===== config.mk =====
export PLATFORM = sky130hd
export DESIGN_NAME = div_seq
export DESIGN_NICKNAME = d
export VERILOG_FILES = /design/src/rtl/div_seq.sv
export SDC_FILE = /design/constraint.sdc
export NUM_CORES = 1
export LEC_CHECK = 0
export CORE_ASPECT_RATIO = 0.5
export CORE_MARGIN = 5
export CORE_UTILIZATION = 45
export DETAILED_ROUTE_END_ITERATION = 7
export GPL_TIMING_DRIVEN = 0
export PLACE_DENSITY_LB_ADDON = 0.1
export RECOVER_POWER = 100
export SYNTH_ARGS = -nofsm -noshare
export SYNTH_HDL_FRONTEND = slang
export SYNTH_SLANG_ARGS = --single-unit

===== constraint.sdc =====
create_clock -name clk -period 7.1 [get_ports clk]
set_input_delay 1.775 -clock clk [delete_from_list [all_inputs] [get_ports clk]]
set_output_delay 1.775 -clock clk [all_outputs]
set_load 0.005 [all_outputs]

===== src/rtl/div_seq.sv =====
// Multi-cycle radix-2 restoring divider sequencer for the EX stage (DIV/DIVU).
// Optional DIV_EARLY_OUT_EN: skip iteration when |dividend| < |divisor|.

// state  | meaning
// IDLE   | waiting for a divide from EX
// BYZERO | divisor was zero, loading the fixed by-zero result
// RUN    | one quotient bit per cycle
// DONE   | result valid for one cycle, ready_o high
module div_seq #(
  parameter int WIDTH = 32
) (
  input  logic               clk,
  input  logic               rst,
  input  logic               start_i,
  input  logic               signed_i,
  input  logic [WIDTH-1:0]   opdata1_i,
  input  logic [WIDTH-1:0]   opdata2_i,
  input  logic               annul_i,
  output logic               stallreq_o,
  output logic               ready_o,
  output logic [2*WIDTH-1:0] result_o
);

  localparam int CW = (WIDTH > 1) ? $clog2(WIDTH) : 1;

  typedef enum logic [1:0] {IDLE, BYZERO, RUN, DONE} state_t;

  state_t             state;
  logic [CW-1:0]      cnt;
  logic [WIDTH-1:0]   rem;
  logic [WIDTH-1:0]   quo;
  logic [WIDTH-1:0]   dvs;
  logic [WIDTH-1:0]   dvd_raw;
  logic               neg_q;
  logic               neg_r;
  logic               ready_q;
  logic [2*WIDTH-1:0] result_q;

  logic               div_zero;
  logic               early_out;
  logic               sign_dvd;
  logic               sign_dvs;
  logic [WIDTH-1:0]   mag_dvd;
  logic [WIDTH-1:0]   mag_dvs;
  logic [WIDTH:0]     shifted;
  logic [WIDTH:0]     diff;
  logic [WIDTH-1:0]   rem_next;
  logic [WIDTH-1:0]   quo_next;
  logic [WIDTH-1:0]   quo_fix;
  logic [WIDTH-1:0]   rem_fix;

  always_comb begin
    div_zero = (opdata2_i == '0);
    sign_dvd = signed_i & opdata1_i[WIDTH-1];
    sign_dvs = signed_i & opdata2_i[WIDTH-1];
    mag_dvd  = sign_dvd ? -opdata1_i : opdata1_i;
    mag_dvs  = sign_dvs ? -opdata2_i : opdata2_i;
`ifdef DIV_EARLY_OUT_EN
    early_out = !div_zero && (mag_dvd < mag_dvs);
`else
    early_out = 1'b0;
`endif

    // rem < dvs always holds, so the top bit of a WIDTH+1 bit difference is its sign
    shifted = {rem, quo[WIDTH-1]};
    diff    = shifted - {1'b0, dvs};
    if (!diff[WIDTH]) begin
      rem_next = diff[WIDTH-1:0];
      quo_next = (quo << 1) | {{(WIDTH-1){1'b0}}, 1'b1};
    end else begin
      rem_next = shifted[WIDTH-1:0];
      quo_next = quo << 1;
    end

    quo_fix = neg_q ? -quo_next : quo_next;
    rem_fix = neg_r ? -rem_next : rem_next;
  end

  always_comb begin
    stallreq_o = 1'b0;
    if (!annul_i) begin
      stallreq_o = ((state == IDLE) && start_i) || (state == BYZERO) || (state == RUN);
    end
  end

  always_ff @(posedge clk) begin
    if (rst || annul_i) begin
      state    <= IDLE;
      cnt      <= '0;
      rem      <= '0;
      quo      <= '0;
      dvs      <= '0;
      dvd_raw  <= '0;
      neg_q    <= 1'b0;
      neg_r    <= 1'b0;
      ready_q  <= 1'b0;
      result_q <= '0;
    end else begin
      ready_q  <= 1'b0;
      result_q <= '0;
      case (state)
        IDLE: begin
          if (start_i) begin
            if (div_zero) begin
              dvd_raw <= opdata1_i;
              state   <= BYZERO;
            end else if (early_out) begin
              result_q <= {opdata1_i, {WIDTH{1'b0}}};
              ready_q  <= 1'b1;
              state    <= DONE;
            end else begin
              quo   <= mag_dvd;
              dvs   <= mag_dvs;
              rem   <= '0;
              cnt   <= '0;
              neg_q <= sign_dvd ^ sign_dvs;
              neg_r <= sign_dvd;
              state <= RUN;
            end
          end
        end
        BYZERO: begin
          result_q <= {dvd_raw, {WIDTH{1'b1}}};
          ready_q  <= 1'b1;
          state    <= DONE;
        end
        RUN: begin
          rem <= rem_next;
          quo <= quo_next;
          cnt <= cnt + 1'b1;
          if (cnt == CW'(WIDTH - 1)) begin
            result_q <= {rem_fix, quo_fix};
            ready_q  <= 1'b1;
            state    <= DONE;
          end
        end
        DONE: begin
          // a start_i seen here is the instruction completing now
          state <= IDLE;
        end
        default: state <= IDLE;
      endcase
    end
  end

  assign ready_o  = ready_q;
  assign result_o = result_q;

endmodule


# [Word level (Yosys, flattened, before mapping)]
# Index checks and enable logic that the tools add are counted.
[classes] n_addsub=6 mul=0 div=0 order_cmp=0 eq_ne=7 shifts=0 n_mux=24 bitwise_logic=4 reduce_logical=11
[ops] cell="32-bit 2-to-1 mux" count=9
[ops] cell="32-bit negation" count=4
[ops] cell="32-bit case mux with 2 select lines" count=2
[ops] cell="64-bit case mux with 2 select lines" count=1
[ops] cell="64-bit 2-to-1 mux" count=1
[ops] cell="33-bit by 32-bit subtractor with 33-bit output" count=1
[ops] cell="32-bit logical NOT" count=1
[ops] cell="5-bit 2-to-1 mux" count=2
[ops] cell="5-bit case mux with 2 select lines" count=1
[ops] cell="3-bit AND reduction" count=3
[ops] cell="2-bit case mux with 4 select lines" count=1
[ops] cell="2-bit 2-to-1 mux" count=3
[ops] cell="5-bit by 1-bit adder with 5-bit output, second input constant" count=1
[ops] cell="5-bit equality test, second input constant" count=1
[ops] cell="2-bit equality test, second input constant" count=2
[ops] cell="2-bit != test, second input constant" count=2
[ops] cell="1-bit logical OR" count=3
[ops] cell="1-bit 2-to-1 mux" count=3
[ops] cell="1-bit bitwise AND" count=2
[ops] cell="2-bit by 1-bit equality test with 1-bit output, second input constant" count=1
[ops] cell="2-bit logical NOT" count=1
[ops] cell="2-bit by 1-bit != test with 1-bit output, second input constant" count=1
[ops] cell="1-bit case mux with 2 select lines" count=1
[ops] cell="2-bit AND reduction" count=1
[ops] cell="4 further kinds" count=4
[totals] regBits=202 latch_bits=0 ramBits=0 rom_bits=0 input_bits=69 out_inout_bits=66 mem_count=0

# [Longest topological paths before layout]
# Gate-level depths: netlist (run 1).
[logic_depth] word_depth=6 ltp_mapped=24 mapped_depth_nobuf=22

# [Least setup slack after synthesis (run 1)]
# OpenSTA, ideal clock, no wires.
[synth_path] kind="flip-flop to flip-flop" start="register quo[31]" end="register result_q[60], in the netlist result_o[60]" setup_time_ps=132 arrival_ps=4825 required_time_ps=6968 path_slack_ps=2142 stages_incl_launch_ff=22 path_buffers=2 cell_sequence="dfxtp_1 -> inv_1 -> ha_1 -> inv_1 -> fa_1 -> a211oi_2 -> o211ai_2 -> a32oi_2 -> a21oi_2 -> o21a_4 -> nor2_8 -> buf_1 -> clkbuf_1 -> mux2i_1 -> ha_1 -> inv_1 -> nor3_1 -> a31o_2 -> nand4b_1 -> nor3_1 -> nor2_1 -> or3b_2"
[synth_via] elab_chain_cells=6
[synth_rtl] element="from (decl)" line_no="31" rtl="logic [WIDTH-1:0] quo;"
[synth_rtl] element="from (signal assigned)" line_no="112" rtl="quo <= mag_dvd;"
[synth_rtl] element="from (signal assigned)" line_no="129" rtl="quo <= quo_next;"
[synth_rtl] element="33-bit by 32-bit subtractor with 33-bit output" line_no="66" rtl="diff = shifted - {1'b0, dvs};"
[synth_rtl] element="32-bit 2-to-1 mux (*)" line_no="67" rtl="if (!diff[WIDTH]) begin"
[synth_rtl] element="32-bit negation" line_no="76" rtl="rem_fix = neg_r ? -rem_next : rem_next;"
[synth_rtl] element="32-bit 2-to-1 mux (*)" line_no="76"
[synth_rtl] element="64-bit 2-to-1 mux (*)" line_no="131" rtl="if (cnt == CW'(WIDTH - 1)) begin"
[synth_rtl] element="64-bit case mux with 2 select lines (*)" line_no="101" rtl="case (state)"
[synth_rtl] element="to (signal assigned)" line_no="108" rtl="result_q <= {opdata1_i, {WIDTH{1'b0}}};"
[synth_rtl] element="to (signal assigned)" line_no="123" rtl="result_q <= {dvd_raw, {WIDTH{1'b1}}};"
[synth_rtl] element="to (signal assigned)" line_no="132" rtl="result_q <= {rem_fix, quo_fix};"
[synth_rtl] element="to (decl)" line_no="37" rtl="logic [2*WIDTH-1:0] result_q;"
# Every way passes the cells marked *; elsewhere a longest branch is shown, timed or not.
# A chain may end at the register's enable or synchronous reset.

# [Worst setup path in the final report (run 1)]
# Same ends and word-level chain as after synthesis.

==> results of run 1 <==
Yosys cell counts (all sizes together) (11+ instances only):
library cell  number
a211oi            38
a21oi            174
a22oi             30
a31oi             13
buf               16
clkbuf            78
dfxtp            202
ha                41
inv               59
mux2i             26
nand2            273
nand3             18
nor2             195
nor3              33
nor4              14
o21ai            132
o31ai             26
o41ai             14
or3               11
or4               12
xnor2             81
xor2              58
critical path, stage by stage, from the launching register on:
cell      delay [ns]
dfxtp_1         0.35
inv_1           0.07
ha_1            0.19
inv_1           0.07
fa_1            0.44
a211oi_2        0.35
o211ai_2        0.16
a32oi_2         0.30
a21oi_2         0.15
nor3_2          0.69
nor2_8          0.11
inv_2           0.21
buf_2           0.29
clkbuf_1        0.59
o21ai_0         0.40
inv_1           0.14
ha_1            0.20
inv_1           0.06
nor3_1          0.37
a31o_2          0.25
nand4b_1        0.30
nor3_1          0.38
nor2_1          0.06
or3b_2          0.47
power groups by stage:
stage	registers (uW)	clock network, uW	logic, uW
after CTS	1170	1210	656
after global placement	1200	0	644
after global routing	1180	1260	725
after detailed placement	1200	0	653
final	1170	1200	666
after floorplan	1190	0	436
cell families after synthesis:
family	after synthesis	synth area share, %
adders and majority gates	42	4.29
muxes	29	2.37
DFF	202	32.5
xor gates and xnor gates	139	9.80
buffers and inverters	153	4.73
AOI/OAI and AO/OA	487	24.3
and+or+nand+nor	617	22.0
state kept, by name (all words and copies together), names as in the netlist:
signal and cells:
dvd_raw 32, rem 32, result_o 64, dvs 32, state 2, ready_o 1, neg_r 1, cnt 5
neg_q 1, quo 32
cells in the final DEF (no fill, tap or decap), types with 7 or more instances in the layout:
cell type / count
dlygate4sd3_1: 68
o21ai_1: 9
nand2_1: 271
a22oi_1: 30
xor2_1: 58
nand2b_1: 9
o21ai_0: 121
a21oi_1: 172
o31ai_1: 25
or4_1: 11
inv_1: 57
o41ai_1: 13
clkdlybuf4s50_1: 66
dfxtp_1: 202
nor3_1: 32
nand3_1: 18
or3_1: 11
buf_2: 10
a211oi_1: 36
clkbuf_16: 22
mux2i_1: 26
nor2_1: 193
o21a_1: 7
ha_1: 41
nand4_1: 9
a31oi_1: 13
a21o_1: 8
xnor2_1: 81
clkbuf_1: 86
nor4_1: 12
through the flow:
stage | worst slack, ns | util, % | hold WS (ns)
after floorplan | 2.14 | - | 0.425
after detailed placement | 0.491 | 51.8 | 0.451
final | 0.352 | 54.5 | 0.462
after global placement | 0.513 | 51.8 | 0.443
after global routing | 0.0519 | 54.5 | 0.482
after CTS | 0.473 | 54.5 | 0.461
metal layers:
layer	part of all wire (%)	GRT usage, %
met1	46	36.8
met3	7.4	4.45
met2	44	41.5
met4	2.1	6.03
met5	0	0
cell type report:
class                      instances  area (um^2)  area share (%)
buffer                            94          365            2.44
clock buffer                      31          644            4.31
clock inverter                     7          103           0.686
inverter                          59          221            1.48
multi-input combinational       1314         7790            52.1
sequential                       202         4040            27.0
tap                              360          450            3.01
timing repair buffer             134         1340            8.97
path summary, 6_finish.rpt:
path	startpoint	endpoint	slack (ns)	depth (start not counted)
min reg2reg	dvd_raw[0]	dvd_raw[0]	0.46	2
min	dvd_raw[0]	dvd_raw[0]	0.46	2
max	quo[31]	result_o[60]	0.35	23
max reg2reg	quo[31]	result_o[60]	0.35	23
==> results.ini, run 1 <==
[layout]
syn_to_final_growth_pct=20.4
antennaDiodeCount=0
layout.cells.non_filler=2201
drive_gt1_share_pct=4.35
nNetsFinal=1938
design_area_um2=15000
fill_cells=2670

[worst_setup_path]
start_kind=flop
worstPathRequired_ns=7.49
crit_fanout=10
arrival_ns=7.14
setup.worst_path.class=flop to flop
critical_path.endpoint_type=flop

[global_route]
grtUsageTotal_pct=25.9
grt_overflow=0
antenna_found_initial=0
grt_pass1_wl_mm=65.3
grt_start_max_net_pins=15
grt_pass1_vias=11950

[run_status]
status=finished clean

[power]
p_int_uw=2090
ir_worst_vdd_uv=179
sequentialPowerShare_pct=38.6
p_sw_uw=943
power_frac_clock_pct=39.5
cellPowerDensity_nw_per_um2=203
combinationalPowerShare_pct=21.9
switching_share_pct=31.0
power_uw=3040
p_leak_uw=0.00552

[clocking]
cts_root_buf=clkbuf_16
cts_buffers=22
clock_latency_ns=0.54
cts_tree=done
post-cts-setup-buffers=0
postCtsHoldBufs=0
clock_sinks=202
ctsResizeCount=0
cts.path.max_buffers=3
htree_num_levels=1
clkTransAtPathRegs_ns=0.07

[sta]
finalMaxSlewViolations=0
max_slew_margin_pct=34.2
max_freq_ghz=0.148
finalSetupTns_ns=0
skew_ns=0.0196
min_period_over_period_pct=95.0
setup_violations=0
rsz0062_at_grt=false
hold_viol=0
worst_pin_slew_ns=0.986
period_minus_slack_ns=6.75

[routing]
routedWlPerCell_um=19.0
drcViolationCount=0
totalWireLength_mm=41.9
vias=12614
avgViaCountPerCell=5.73
first_iter_violations=1173
ant_nets=0
drtPass1Iterations=5

[floorplanning]
die_area_um2=31200
rows=43
start_util_pct=45.3
dieHeight_um=128
ioPinCount=135
die_w_um=245
core-area_um2=27400

[synth]
yosysWarnings=0
postSynthAreaPerCell_um2=7.44
syn_inst=1669
ys_seq_elements=202
yosysTopAreaCell=dfxtp_1
ys.flop_type=dfxtp_1
synth_edf_count=0
syn_area_um2=12400
synth_area_leaders=dfxtp_1 33%, nand2_1 8.2%, a21oi_1 6.9%, nor2_1 5.8%, xnor2_1 5.7%
synthArstFlopShare_pct=0
ys_seq_area_share_pct=32.5
synthesis.nets=1780
synth_top_area_share_pct=32.5
synth_cell_types=82

[run]
drv_cap=0

[placed_design]
placed_cell_area_um2=14200
dp_hpwl_mm=33.2
io_buffers=134
place.gp.congestion=0.914
place_inst=2163

[min_path]
hold_path_class=flop to flop

(Power assumes the default switching activity.)
==> run 2: changes to the inputs <==
- CAP_MARGIN: not set -> 15
==> results of run 2 <==
Same layout as run 1: the final DEF is identical, and so are final timing and power.
==> run 3: changes to the inputs <==
- ABC_AREA: not set -> 1
- CTS_BUF_LIST: not set -> sky130_fd_sc_hd__clkbuf_2 sky130_fd_sc_hd__clkbuf_4 sky130_fd_sc_hd__clkbuf_8
==> run 3 against run 2 <==
  * First-iteration DRC count up 16%
  * Critical path depth is 7 lower
  * Via count up 14%
  * Non-clock buffer count is 7 lower
  * Wire length grew 15%
  * Highest routed layer unchanged
==> results.ini, run 3 <==
[global_route]
antenna_found_initial=1  ; was 0
grt_pass1_wl_mm=74.7  ; was 65.3 mm
grt_pass1_vias=13439  ; was 11950
grt_start_max_net_pins=17  ; was 15
grt_overflow=0  ; unchanged
grtUsageTotal_pct=27.0  ; was 25.9%

[worst_setup_path]
start_kind=input pin  ; was flop
critPathTopFamily=simple AND/OR/NAND/NOR gates  ; unchanged
critical_path.endpoint_type=flop  ; unchanged
crit_path_max_incr_delay_ns=0.91  ; was 0.69 ns
crit_fanout=10  ; unchanged
setup.worst_path.class=input pin to flop  ; was flop to flop
crit_chain=dlygate4sd3_1, inv_1, ha_1, nor3b_1, nand2_1, nor3_1, nand4_1, nor2_1, nor2_1, inv_1, nor2_1, a21oi_1, nor2_1, clkbuf_1, nand3_1, a21oi_1  ; was inv_1, ha_1, inv_1, fa_1, a211oi_2, o211ai_2, a32oi_2, a21oi_2, nor3_2, nor2_8, inv_2, buf_2, clkbuf_1, o21ai_0, inv_1, ha_1, inv_1, nor3_1, a31o_2, nand4b_1, nor3_1, nor2_1, or3b_2
cp_slowest_cell=a21oi_1  ; was nor3_2
crit_buf_inv=4  ; was 7
critPathMostFrequentCell=nor2_1  ; was inv_1
worstPathRequired_ns=7.55  ; was 7.49 ns
arrival_ns=6.37  ; was 7.14 ns

[routing]
drcViolationCount=0  ; unchanged
vias=14417  ; was 12614
first_iter_violations=1355  ; was 1173
drtPass1Iterations=5  ; unchanged
ant_nets=0  ; unchanged
avgViaCountPerCell=5.25  ; was 5.73
routedWlPerCell_um=17.6  ; was 19.0 um
totalWireLength_mm=48.3  ; was 41.9 mm

[clocking]
htree_num_levels=1  ; unchanged
postCtsHoldBufs=0  ; unchanged
cts_buffers=30  ; was 22
clock_sinks=202  ; unchanged
clkTransAtPathRegs_ns=0.06  ; was 0.07 ns
cts_root_buf=clkbuf_8  ; was clkbuf_16
cts.path.max_buffers=3  ; unchanged
cts_tree=done  ; unchanged
ctsResizeCount=0  ; unchanged
clock_latency_ns=0.62  ; was 0.54 ns
post-cts-setup-buffers=0  ; unchanged

[sta]
min_period_over_period_pct=83.4  ; was 95.0%
worst_pin_slew_ns=1.20  ; was 0.986 ns
period_minus_slack_ns=5.92  ; was 6.75 ns
max_slew_margin_pct=19.9  ; was 34.2%
finalSetupTns_ns=0  ; unchanged
max_freq_ghz=0.169  ; was 0.148 GHz
hold_viol=0  ; unchanged
rsz0062_at_grt=false  ; unchanged
finalMaxSlewViolations=0  ; unchanged
skew_ns=0.0518  ; was 0.0196 ns
setup_violations=0  ; unchanged

[floorplanning]
die_area_um2=34500  ; was 31200 um^2
start_util_pct=45.5  ; was 45.3%
die_w_um=258  ; was 245 um
core-area_um2=30300  ; was 27400 um^2
dieHeight_um=134  ; was 128 um
rows=45  ; was 43
ioPinCount=135  ; unchanged

[synth]
ys.flop_type=dfxtp_1  ; unchanged
yosysTopAreaCell=dfxtp_1  ; unchanged
yosysWarnings=0  ; unchanged
ys_seq_area_share_pct=29.3  ; was 32.5%
synthesis.nets=2271  ; was 1780
synth_edf_count=0  ; unchanged
ys_seq_elements=202  ; unchanged
synthArstFlopShare_pct=0  ; unchanged
postSynthAreaPerCell_um2=6.38  ; was 7.44 um^2
synth_top_area_share_pct=29.3  ; was 32.5%
synth_cell_types=55  ; was 82
ys_top_cells_by_count=522 x nand2_1, 291 x inv_1, 251 x a21oi_1  ; was 271 x nand2_1, 202 x dfxtp_1, 193 x nor2_1
syn_area_um2=13800  ; was 12400 um^2
synth_area_leaders=dfxtp_1 29%, nand2_1 14%, a21oi_1 9.1%, inv_1 7.9%, o21ai_0 5.7%  ; was dfxtp_1 33%, nand2_1 8.2%, a21oi_1 6.9%, nor2_1 5.8%, xnor2_1 5.7%
synth_most_common_cell=nand2_1  ; unchanged
syn_inst=2160  ; was 1669

[power]
switching_share_pct=35.9  ; was 31.0%
p_sw_uw=1100  ; was 943 uW
p_int_uw=1950  ; was 2090 uW
p_leak_uw=0.00746  ; was 0.00552 uW
sequentialPowerShare_pct=38.6  ; about the same
power_uw=3050  ; was 3040 uW
combinationalPowerShare_pct=28.6  ; was 21.9%
power_frac_clock_pct=32.8  ; was 39.5%
cellPowerDensity_nw_per_um2=190  ; was 203 nW/um^2
ir_worst_vdd_uv=139  ; was 179 uV

[run_status]
status=finished clean  ; unchanged

[layout]
most-common-layout-cells=535 x nand2_1, 291 x inv_1, 255 x a21oi_1, 202 x dfxtp_1, 180 x nor2_1  ; was 271 x nand2_1, 202 x dfxtp_1, 193 x nor2_1, 172 x a21oi_1, 121 x o21ai_0
drive_gt1_share_pct=6.27  ; was 4.35%
largest_reg_flops=64  ; unchanged
antennaDiodeCount=0  ; unchanged
fill_cells=3199  ; was 2670
syn_to_final_growth_pct=16.6  ; was 20.4%
final_common_cell=nand2_1  ; unchanged
finalCoreUtilization_pct=53.1  ; was 54.5%
nNetsFinal=2437  ; was 1938

[placed_design]
dp_hpwl_mm=38.9  ; was 33.2 mm
io_buffers=134  ; unchanged
place.gp.congestion=0.971  ; was 0.914

[run]
drv_cap=0  ; unchanged

[min_path]
hold_path_class=flop to flop  ; unchanged

==> run 3: cell count changes after synthesis, moves of 16 or more <==
cell	delta
mux2i_1	-26
nand3_1	+109
xor2_1	-21
a211oi_1	-28
nand4_1	+16
o21ai_0	+36
nand2_1	+251
nor2_1	-19
nand2_2	+37
o31ai_1	-22
a21oi_1	+79
inv_1	+234
xnor2_1	-46
a22oi_1	-30
==> run 3: routing by layer <==
layer  vias to the layer above  track usage [%]  part of all wire, %
met5                         -                0                    0
met4                         0             5.98                  2.1
met3                        71             4.27                  8.0
met2                       505             43.0                   43
met1                      6522             38.9                   47
li1                       7319                -                    -
==> run 3: cell families after synthesis <==
family	after synthesis	share of synthesized area [%]
simple gates	992	32.5
compound gates	467	18.5
buf+inv	385	11.3
flops	202	29.3
xor+xnor	72	4.57
fa+ha+maj	42	3.87
==> run 3: area by class of cell <==
type | count | area [um^2] | area share, %
Multi-Input combinational cell | 1573 | 8020 | 49.9
Clock buffer | 43 | 567 | 3.53
Sequential cell | 202 | 4040 | 25.2
Timing Repair Buffer | 134 | 1340 | 8.35
Tap cell | 399 | 499 | 3.11
Inverter | 298 | 1120 | 6.96
Buffer | 87 | 427 | 2.65
Clock inverter | 9 | 56.3 | 0.350
==> run 3: through the flow <==
stage	hold WS (ns)	std cells	setup slack, ns	instance area [um^2]
3_5_place_dp	0.437	2693	1.51	15600
4_1_cts	0.447	2745	2.13	16300
5_1_grt	0.462	2745	0.801	16100
2_1_floorplan	0.424	2160	3.28	13800
3_3_place_gp	0.434	2693	1.52	15600
6_report	0.448	2745	1.18	16100
==> run 3: final timing paths <==
kind,startpoint,endpoint,slack [ns],cells past startpoint
worst max-delay path,opdata2_i[0],rem[14],1.18,16
worst min-delay path,dvd_raw[29],dvd_raw[29],0.45,2
worst max register to register,quo[31],result_o[30],1.43,29
worst min register to register,dvd_raw[29],dvd_raw[29],0.45,2
==> run 3: worst min-delay path: stages (launching register included) <==
cell	delay, ns
dfxtp_1	0.31
inv_1	0.05
a21oi_1	0.05
==> run 3: power by group through the flow <==
stage	sequential, uW	combinational [uW]	clock (uW)
global route	1180	971	1070
detailed placement	1200	883	0
floorplan	1190	625	0
CTS	1180	890	1010
global placement	1200	883	0
finish	1180	874	1000
